==> config.mk <==
export PLATFORM = sky130hd
export DESIGN_NAME = sop_circuit_pipe
export DESIGN_NICKNAME = d
export VERILOG_FILES = /design/src/rtl/sop_pkg.sv /design/src/rtl/sop_term_match.sv /design/src/rtl/sop_circuit_pipe.sv
export SDC_FILE = /design/constraint.sdc
export NUM_CORES = 1
export LEC_CHECK = 0
export CAP_MARGIN = 20
export CORE_MARGIN = 2
export CORE_UTILIZATION = 46
export CTS_CLUSTER_DIAMETER = 30
export DETAILED_ROUTE_END_ITERATION = 10
export SYNTH_ARGS = -nofsm -noshare
export SYNTH_HDL_FRONTEND = slang
export SYNTH_HIERARCHICAL = 1
export SYNTH_SLANG_ARGS = --single-unit
==> constraint.sdc <==
create_clock -name clk -period 8.1 [get_ports clk]
set_input_delay 1.62 -clock clk [delete_from_list [all_inputs] [get_ports clk]]
set_output_delay 1.62 -clock clk [all_outputs]
set_load 0.005 [all_outputs]
==> src/rtl/sop_pkg.sv <==
// Shared types and constants for the programmable sum-of-products pipeline.
package sop_pkg;
  localparam int SOP_N_IN    = 5;
  localparam int SOP_N_OUT   = 5;
  localparam int SOP_N_TERMS = 8;

  localparam logic CFG_TERM = 1'b0;
  localparam logic CFG_OUT  = 1'b1;

  typedef struct packed {
    logic [SOP_N_IN-1:0] care;
    logic [SOP_N_IN-1:0] val;
  } term_t;
endpackage

==> src/rtl/sop_term_match.sv <==
// One product-term comparator: hits when every care bit of x equals its literal.
module sop_term_match #(
  parameter int N_IN = 5
) (
  input  logic [N_IN-1:0] x_i,
  input  logic [N_IN-1:0] care_i,
  input  logic [N_IN-1:0] val_i,
  output logic            hit_o
);
  assign hit_o = ~|((x_i ^ val_i) & care_i);
endmodule

==> src/rtl/sop_circuit_pipe.sv <==
// Two-stage programmable SOP block: S1 registers term hits, S2 registers the OR-plane result.
module sop_circuit_pipe
  import sop_pkg::*;
#(
  parameter int  N_IN    = SOP_N_IN,
  parameter int  N_OUT   = SOP_N_OUT,
  parameter int  N_TERMS = SOP_N_TERMS,
  localparam int TW      = (N_TERMS > 1) ? $clog2(N_TERMS) : 1,
  localparam int OW      = (N_OUT > 1) ? $clog2(N_OUT) : 1,
  localparam int CW      = (TW > OW) ? TW : OW
) (
  input  logic               clk,
  input  logic               rst,
  input  logic               in_valid,
  output logic               in_ready,
  input  logic [N_IN-1:0]    in_data,
  output logic               out_valid,
  input  logic               out_ready,
  output logic [N_OUT-1:0]   out_data,
  input  logic               cfg_we,
  input  logic               cfg_kind,
  input  logic [CW-1:0]      cfg_idx,
  input  logic [N_IN-1:0]    cfg_care,
  input  logic [N_IN-1:0]    cfg_val,
  input  logic [N_TERMS-1:0] cfg_map,
  output logic               cfg_ready
);
  // term_t width comes from the package, so N_IN must stay at SOP_N_IN.
  term_t              terms_q [N_TERMS];
  logic [N_TERMS-1:0] map_q   [N_OUT];

  logic               s1_valid_q, s2_valid_q;
  logic [N_TERMS-1:0] hit_d, hit_q;
  logic [N_OUT-1:0]   out_d, out_q;
  logic               s1_adv, s1_en, acc, cfg_go;
  logic               term_in_rng, out_in_rng;

  assign s1_adv    = ~s2_valid_q | out_ready;
  assign s1_en     = ~s1_valid_q | s1_adv;
  assign in_ready  = ~cfg_we & s1_en;
  assign acc       = in_valid & in_ready;
  assign cfg_ready = ~s1_valid_q & ~s2_valid_q;
  assign cfg_go    = cfg_we & cfg_ready;
  assign out_valid = s2_valid_q;
  assign out_data  = out_q;

  assign term_in_rng = ({1'b0, cfg_idx} < (CW+1)'(N_TERMS));
  assign out_in_rng  = ({1'b0, cfg_idx} < (CW+1)'(N_OUT));

  for (genvar t = 0; t < N_TERMS; t++) begin : g_term
    sop_term_match #(.N_IN(N_IN)) u_match (
      .x_i    (in_data),
      .care_i (terms_q[t].care),
      .val_i  (terms_q[t].val),
      .hit_o  (hit_d[t])
    );
  end

  always_comb begin
    out_d = '0;
    for (int o = 0; o < N_OUT; o++) out_d[o] = |(hit_q & map_q[o]);
  end

  always_ff @(posedge clk or posedge rst) begin
    if (rst) begin
      s1_valid_q <= 1'b0;
      s2_valid_q <= 1'b0;
      hit_q      <= '0;
      out_q      <= '0;
    end else begin
      if (s1_en) begin
        s1_valid_q <= acc;
        if (acc) hit_q <= hit_d;
      end
      // out_q only moves when S2 advances, so it holds while the consumer stalls.
      if (s1_adv) begin
        s2_valid_q <= s1_valid_q;
        if (s1_valid_q) out_q <= out_d;
      end
    end
  end

  always_ff @(posedge clk or posedge rst) begin
    if (rst) begin
      for (int t = 0; t < N_TERMS; t++) terms_q[t] <= '0;
      for (int o = 0; o < N_OUT; o++)   map_q[o]   <= '0;
    end else if (cfg_go) begin
      if (cfg_kind == CFG_TERM && term_in_rng)
        terms_q[cfg_idx[TW-1:0]] <= '{care: cfg_care, val: cfg_val};
      else if (cfg_kind == CFG_OUT && out_in_rng)
        map_q[cfg_idx[OW-1:0]] <= cfg_map;
    end
  end
endmodule

==> impl_metrics.tcl <==
set metrics [dict create \
    startpoint_type "input pin" \
    crit_path_frequent_cell "clkdlybuf4s50_1" \
    overflow 0 \
    area_growth_pct 19.2 \
    synth.avg_cell_area_um2 14.6 \
    cts_setup_buffers 0 \
    rsz0062_at_grt "no" \
    hold_violations 0 \
    die_x_um 117 \
    drtPass1Iterations 4 \
    r2r_slack_ns 6.00 \
    dp.cells 609 \
    die_area_mm2 0.0138 \
    multi_input_area_mm2 0.00247 \
    critPathKind "input pin to primary output" \
    cts.repair.resized 0 \
    cts_tree "built" \
    grt_use_total_pct 19.5 \
    p_leak_nw 3.22 \
    final_common_cell "dfrtp_1" \
    clock.fmax_mhz 222 \
    slew_headroom_pct 52.3 \
    power.density_mw_per_mm2 296 \
    n_fill_cell 1076 \
    drive_gt1_share_pct 37.7 \
    wl_per_cell_um 19.4 \
    critical-path-max-stage-delay_ns 0.51 \
    hpwl_mm 8.52 \
    worstSetupStartpoint "out_ready" \
    setup_violations 0 \
    cp-end-kind "primary output" \
    status "complete, no violations" \
    antenna_found_initial 0 \
    synth_edf_count 0 \
    synth_cells 404 \
    instances_no_fill 639 \
    synth_warnings 6 \
    yosysSeqAreaShare_pct 57.2 \
    r2r_start "out_valid" \
    wl_mm 12.4 \
    cp_data_arrival_time_ns 2.89 \
    cts_buffers 17 \
    synthDistinctLibCells 26 \
    num_vias 3439 \
    async_reset_ff_share_pct 100 \
    final_nets 489 \
    cp.required_ns 6.48 \
    grt_pass1_wl_mm 20.2 \
    num_rows 41 \
    tightest_slew_ns 0.716 \
    n_antenna_cell 0 \
    die_h_um 117 \
    clk_pin_slew_worst_paths_ns 0.05 \
    via_per_inst 5.38 \
    ant_nets 0 \
    start_util_pct 47.0 \
    port_buffers 39 \
    cts_sinks 135 \
    grt_max_degree 59 \
    min_path_type "flip-flop to flip-flop" \
    rr_endpoint "terms_q[46]" \
    htreeDepth 4 \
    drtIter0Drc 263 \
    cts_root_buf "clkbuf_16" \
    fin_crit_sh_pct 55.7 \
    reg2reg_depth 3 \
    clk_latency_ns 0.41 \
    finalClockSkew_ns 0.00770 \
    maxCapViolations 0 \
    ir_drop_mv 0.253 \
    io_pins 40 \
    remaining_drc_errors 0 \
    core_mm2 0.0126 \
    worst_path_max_delay_cell "clkdlybuf4s50_1" \
    crit_path_end "in_ready" \
    fin_setup_tns_ns 0 \
    clockBufferDepth 2 \
    whs_ns 0.500 \
    gp_congestion 0.769 \
    final_cell_mix "135 x dfrtp_1, 133 x mux2_2, 40 x xor2_1, 39 x clkdlybuf4s50_1" \
    finalMaxSlewViolations 0 \
    cp_cell_sequence "clkdlybuf4s50_1 -> nand3b_1 -> nor2b_1 -> clkdlybuf4s50_1" \
    crit_path_max_fanout 3 \
    cts_hold_buf 0 \
    synth_fp_nets 436 \
    synthFlopType "dfrtp_1" \
    fin_crit_ns 4.51 \
    seq_area_mm2 0.00338 \
    grt_pass1_vias 3678 \
    syn_area_mm2 0.00591 \
    yosys_register_bits 135 \
]
==> synth_stat cells (2+ instances only) <==
cell,count,area [µm²]
dfrtp_1,135,3380
mux2_2,133,1500
xor2_1,40,350
a22oi_1,20,150
nand2_1,20,75.1
a222oi_1,8,80.1
and3_1,8,50.1
nand3_2,6,60.1
nand4_1,5,31.3
buf_4,4,30.0
nor2b_1,4,25.0
and4_1,3,26.3
buf_2,2,10.0
nand3b_1,2,15.0
nand4_2,2,25.0
nor2_1,2,7.51
==> final cells by class <==
class	instances	area share, %
flip-flops and latches	135	48.0
multi-input cells	260	35.1
clock buffers	26	7.37
repair buffers	42	5.86
well taps	172	3.06
clock inverters	3	0.568
inverters	1	0.0888
==> per-stage QoR <==
step | total power [mW] | util (%) | setup WS, ns | instance area [µm²]
after CTS | 2.11 | 56.0 | 3.60 | 7040
after global placement | 1.36 | 51.5 | 3.61 | 6480
after detailed placement | 1.37 | 51.5 | 3.60 | 6480
after global routing | 2.19 | 56.0 | 3.54 | 7040
final | 2.08 | 56.0 | 3.59 | 7040
after floorplan | 1.21 | - | 2.87 | 5910
==> cells by family (layout without fill, tap and decap cells) <==
logic type	Yosys count	after routing	share of synthesized area, %
DFF	135	135	57.2
xor gates and xnor gates	40	40	5.93
muxes	133	133	25.3
AOI/OAI and AO/OA	28	28	3.90
buffers and inverters	9	72	0.995
and+or+nand+nor	59	59	6.67
==> where the power goes <==
group,total [mW],switching [mW],internal [mW]
Sequential,0.969,0.126,0.843
Combinational,0.391,0.157,0.234
Clock,0.725,0.260,0.465
==> worst min path at each step <==
stage	from	end	slack (ns)	cells after the start
5_1_grt	map_q[22]	map_q[22]	0.51	1
3_3_place_gp	out_data[4]	out_data[4]	0.49	1
6_report	out_data[3]	out_data[3]	0.50	1
2_1_floorplan	terms_q[37]	terms_q[37]	0.48	1
3_5_place_dp	out_data[2]	out_data[2]	0.49	1
4_1_cts	map_q[29]	map_q[29]	0.50	1
==> state kept, by name, indices dropped and copies added (netlist names) <==
| signal | count |
|---|---|
| s1_valid_q | 1 |
| out_data | 5 |
| out_valid | 1 |
| map_q | 40 |
| terms_q | 80 |
| hit_q | 8 |
==> worst max-delay path, delay by kind of cell <==
| family | cells | cell delay [ns] |
|---|---|---|
| and+or+nand+nor | 2 | 0.29 |
| buffers and inverters | 2 | 0.98 |
==> metal layers <==
layer | global-route usage, % | vias to the layer above | wire, µm
met3 | 5.25 | 25 | 363
met1 | 23.9 | 1772 | 5450
li1 | - | 1588 | -
met4 | 9.11 | 0 | 312
met5 | 0 | - | 0
met2 | 32.2 | 54 | 6270
Power figures use the tool's default switching activity.
